File: src/rtl/reg_file_wb_pkg.sv
// Shared datapath widths and the status-flag bundle for the register file / writeback stage.
// Constants are shared by the ALU, decoder and reg_file_wb so widths stay consistent.
package reg_file_wb_pkg;
  localparam int REG_W      = 8;
  localparam int REG_ADDR_W = 3;

  typedef struct packed {
    logic zero;
    logic parity;
    logic test;
  } flags_t;
endpackage

File: src/rtl/flag_reg.sv
// Processor status flags (Zero, Parity, test bit), each group loaded by its own enable.
// Latency: one edge from ZeroIn/ParityIn/BitIn to flag outputs; no stall, one update per cycle.
module flag_reg
  import reg_file_wb_pkg::*;
(
  input  logic Clk,
  input  logic Reset,
  input  logic FlagEn,
  input  logic BitEn,
  input  logic ZeroIn,
  input  logic ParityIn,
  input  logic BitIn,
  output logic ZeroFlag,
  output logic ParityFlag,
  output logic BitFlag
);

  flags_t flags_q;

  // BitIn is only looked at under BitEn, so an unknown OutBit never reaches the flop.
  always_ff @(posedge Clk) begin
    if (!Reset) begin
      flags_q <= '0;
    end else begin
      if (FlagEn) begin
        flags_q.zero   <= ZeroIn;
        flags_q.parity <= ParityIn;
      end
      if (BitEn) begin
        flags_q.test <= BitIn;
      end
    end
  end

  assign ZeroFlag   = flags_q.zero;
  assign ParityFlag = flags_q.parity;
  assign BitFlag    = flags_q.test;

endmodule

File: src/rtl/reg_file_wb.sv
// Register file + writeback: two combinational read ports, one write port, status flags.
// Write/flag latency one edge; no handshake. REG_FILE_FORWARD_EN adds same-cycle write-through.
module reg_file_wb
  import reg_file_wb_pkg::*;
#(
  parameter int W = REG_W,
  parameter int A = REG_ADDR_W
) (
  input  logic         Clk,
  input  logic         Reset,
  input  logic [A-1:0] RdAddrA,
  input  logic [A-1:0] RdAddrB,
  output logic [W-1:0] DataOutA,
  output logic [W-1:0] DataOutB,
  input  logic         WrEn,
  input  logic [A-1:0] WrAddr,
  input  logic [W-1:0] WrData,
  input  logic         FlagEn,
  input  logic         BitEn,
  input  logic         ZeroIn,
  input  logic         ParityIn,
  input  logic         BitIn,
  output logic         ZeroFlag,
  output logic         ParityFlag,
  output logic         BitFlag
);

  localparam int DEPTH = 1 << A;

  logic [W-1:0] regs [DEPTH];
  logic         bit_q;

  always_ff @(posedge Clk) begin
    if (!Reset) begin
      for (int i = 0; i < DEPTH; i++) begin
        regs[i] <= '0;
      end
    end else if (WrEn) begin
      regs[WrAddr] <= WrData;
    end
  end

  flag_reg u_flag_reg (
    .Clk        (Clk),
    .Reset      (Reset),
    .FlagEn     (FlagEn),
    .BitEn      (BitEn),
    .ZeroIn     (ZeroIn),
    .ParityIn   (ParityIn),
    .BitIn      (BitIn),
    .ZeroFlag   (ZeroFlag),
    .ParityFlag (ParityFlag),
    .BitFlag    (bit_q)
  );

`ifdef REG_FILE_FORWARD_EN
  // Write-through: a read of the register being written sees the incoming ALU result.
  assign DataOutA = (WrEn && (RdAddrA == WrAddr)) ? WrData : regs[RdAddrA];
  assign DataOutB = (WrEn && (RdAddrB == WrAddr)) ? WrData : regs[RdAddrB];
  assign BitFlag  = BitEn ? BitIn : bit_q;
`else
  assign DataOutA = regs[RdAddrA];
  assign DataOutB = regs[RdAddrB];
  assign BitFlag  = bit_q;
`endif

endmodule
File: config.mk
export PLATFORM = sky130hd
export DESIGN_NAME = reg_file_wb
export DESIGN_NICKNAME = d
export VERILOG_FILES = /design/src/rtl/reg_file_wb_pkg.sv /design/src/rtl/flag_reg.sv /design/src/rtl/reg_file_wb.sv
export SDC_FILE = /design/constraint.sdc
export NUM_CORES = 1
export LEC_CHECK = 0
export ABC_AREA = 1
export CAP_MARGIN = 10
export CORE_MARGIN = 5
export CORE_UTILIZATION = 57
export CTS_CLUSTER_SIZE = 24
export DETAILED_ROUTE_END_ITERATION = 8
export GPL_TIMING_DRIVEN = 0
export PLACE_DENSITY = 0.84
export SYNTH_ARGS = -nofsm -noshare
export SYNTH_HDL_FRONTEND = slang
export SYNTH_HIERARCHICAL = 1
export SYNTH_SLANG_ARGS = --single-unit
File: constraint.sdc
create_clock -name Clk -period 1.71 [get_ports Clk]
set_input_delay 0.342 -clock Clk [delete_from_list [all_inputs] [get_ports Clk]]
set_output_delay 0.342 -clock Clk [all_outputs]
set_load 0.03 [all_outputs]
==> flow_summary.ini <==
[power_and_ir_drop]
p_leak_nw = 2.465
pwr_density_cell_nw_per_um2 = 839.2
power_mw = 3.991
ir_worst_vdd_mv = 0.6516

[finish]
diodes = 0
syn2layout_area_growth_pct = 18.71
final_nets = 620
final_util = 0.6962
fillers = 551
layout-drive-gt1-share = 0.1800

[die]
die_x_microns = 93.84
start_util = 0.5864
die_area_sq_um = 8805
die_h_microns = 93.84
io_pins = 44
core_area_sq_um = 6832
rows = 30

[worst_setup_path]
r2r_start = u_flag_reg/BitFlag
r2r_slack_ns = 1.15
crit_arrival_ns = 1.33
cp.required_ns = 1.37
r2r-end = u_flag_reg/BitFlag
worstSetupPathType = flop to output port
critPathMaxFanout = 2
critPathLaunchType = flop
r2r_cells = 2
cp-end-kind = output port

[routing]
wl_mm = 10.71
drc = 0
drt_pass1_iterations = 5
avgViaCountPerCell = 5.181
detail_route.wl_per_cell_microns = 15.39
ant_nets = 0
drt_iter0_drc = 302
num_vias = 3606

[clock_tree]
clk_pin_slew_ns = 0.06
clock_sinks = 67
cts_made_buffers = 9
clk_latency_ns = 0.33
cts_tree = yes
cts-root-buf = clkbuf_8
cts-htree-levels = 3
clockBufferDepth = 2
hold_buffers = 0

[sta]
finalHoldViolCount = 0
finalClockSkew_ns = 0
clock.fmax_ghz = 0.5966
final.period_utilization = 0.9802
setup_viol = 0
final_max_slew_viol_count = 0
fin_crit_ns = 1.676
whs_ns = 0.4464
rsz0062_at_grt = true
slew-limit-headroom = 0.7349
worst_slew_pin_slew_ns = 0.3962

[min_path]
min-delay-start = Reset
holdPathEnd = u_flag_reg/ParityFlag
holdPathStages = 3
hold_class = input port to flop

[logic_synthesis]
synth-seq-cells = 67
yosysTopAreaCell = edfxtp_1
yosysMostFrequentCell = nand2_1
syn_area_per_cell_sq_um = 7.338
synth-seq-area-share = 0.4947
synth_top_area_frac = 0.4797
syn_inst = 546
synth.distinct_cells = 14
synth_commonest_cells = nand2_1 (223), inv_1 (81), nor2_1 (73)
synth_top_cells_by_area = edfxtp_1 (48%), nand2_1 (21%), nand3_1 (8.0%)
synth_ff_type = edfxtp_1
synth_warnings = 6
syn-cell-area_sq_um = 4006
synthArstFlopShare = 0
synthesis.nets = 571
synth_edf_count = 64

[placement]
hpwl_mm = 8.179
port_buffers = 37
finalWeightedCongestion = 0.9886

[global_routing]
grt_usage = 0.2494
grt_pass1_wl_mm = 16.70
grt_max_degree = 11
grt_pass1_vias = 3263
overflow = 0
antenna_found_initial = 0

[status]
status = finished clean

[run]
drv_cap = 0
[layout by cell type, fill, tap and decap left out]
| cell type | count |
|---|---|
| inv_1 | 55 |
| nor2_1 | 73 |
| clkbuf_8 | 9 |
| buf_2 | 12 |
| edfxtp_1 | 64 |
| buf_4 | 8 |
| nand2_1 | 210 |
| dlymetal6s2s_1 | 1 |
| nand3_1 | 59 |
| clkbuf_1 | 5 |
| bufinv_16 | 1 |
| clkdlybuf4s50_1 | 17 |
| buf_6 | 18 |
| dfxtp_1 | 3 |
| clkinv_2 | 1 |
| dlygate4sd2_1 | 3 |
| clkinv_1 | 1 |
| nand2_2 | 12 |
| nor2_4 | 2 |
| buf_1 | 1 |
| nand3_2 | 5 |
| inv_2 | 30 |
| nand2_4 | 10 |
[sequential cells by signal (all words and copies together) (netlist names)]
register and flops:
regs 64, u_flag_reg/ParityFlag 1, u_flag_reg/BitFlag 1, u_flag_reg/ZeroFlag 1
[worst max-delay path by stage]
stage	from	endpoint	slack, ns	cells after the start
floorplan	RdAddrB[1]	DataOutB[5]	0.25	7
global placement	RdAddrA[1]	DataOutA[2]	-0.47	8
detailed placement	Reset	regs[1][2]	-0.49	6
CTS	regs[3][4]	DataOutA[4]	0.002	7
global route	regs[3][6]	DataOutA[6]	-0.03	7
finish	regs[5][2]	DataOutB[2]	0.03	7
[per-layer routing]
metal,track usage,vias up,share of wire
met5,0,-,0
met4,0.09025,0,0.022
met3,0.05369,21,0.11
met2,0.3850,240,0.45
met1,0.3468,1582,0.42
li1,-,1763,-
[report_power, final]
part           leakage (nW)  switching (mW)  total (mW)  internal [mW]
Combinational          1.74           0.552       0.840          0.288
Sequential            0.638          0.0421        1.94           1.90
Clock                0.0890           0.540        1.21          0.669
Total                  2.46            1.13        3.99           2.86
[worst max-delay path, cell delays in order (launching register included)]
cell	delay [ns]
edfxtp_1	0.41
inv_1	0.09
nand2_1	0.05
nand3_1	0.08
nand2_1	0.08
nand2_1	0.07
nand2_1	0.07
buf_6	0.14
[cell families (layout without fill, tap and decap cells)]
group	count (synthesis)	in the layout	share of synthesized area
buffers and inverters	108	162	0.1171
DFF	67	67	0.4947
and+or+nand+nor	371	371	0.3882
[metrics by stage]
step	setup TNS [ns]	setup WS [ns]	instance area, sq um	cells
after global routing	-0.07345	-0.02888	4756	696
after global placement	-33.69	-0.4667	4497	679
after CTS	0	0.002210	4608	696
final	0	0.03382	4756	696
after floorplan	0	0.2477	4006	546
after detailed placement	-39.22	-0.4897	4497	679
[timing repair]
action | 4_1_cts | 5_1_grt
setup buffers | 1 | 0
pin swaps | 1 | 7
endpoints found under the setup margin | 82 | 56
resized for setup | 86 | 88
[layout make-up]
class,count,area [sq um],share of cell area
flip-flops and latches,67,1982,0.4167
multi-input cells,371,1618,0.3402
repair buffers,38,379.1,0.07972
inverters,85,319.1,0.06709
plain buffers,23,160.2,0.03368
clock buffers,13,138.9,0.02920
well taps,96,120.1,0.02526
clock inverters,3,38.79,0.008156
No activity file was read; power rests on OpenSTA's default activity.
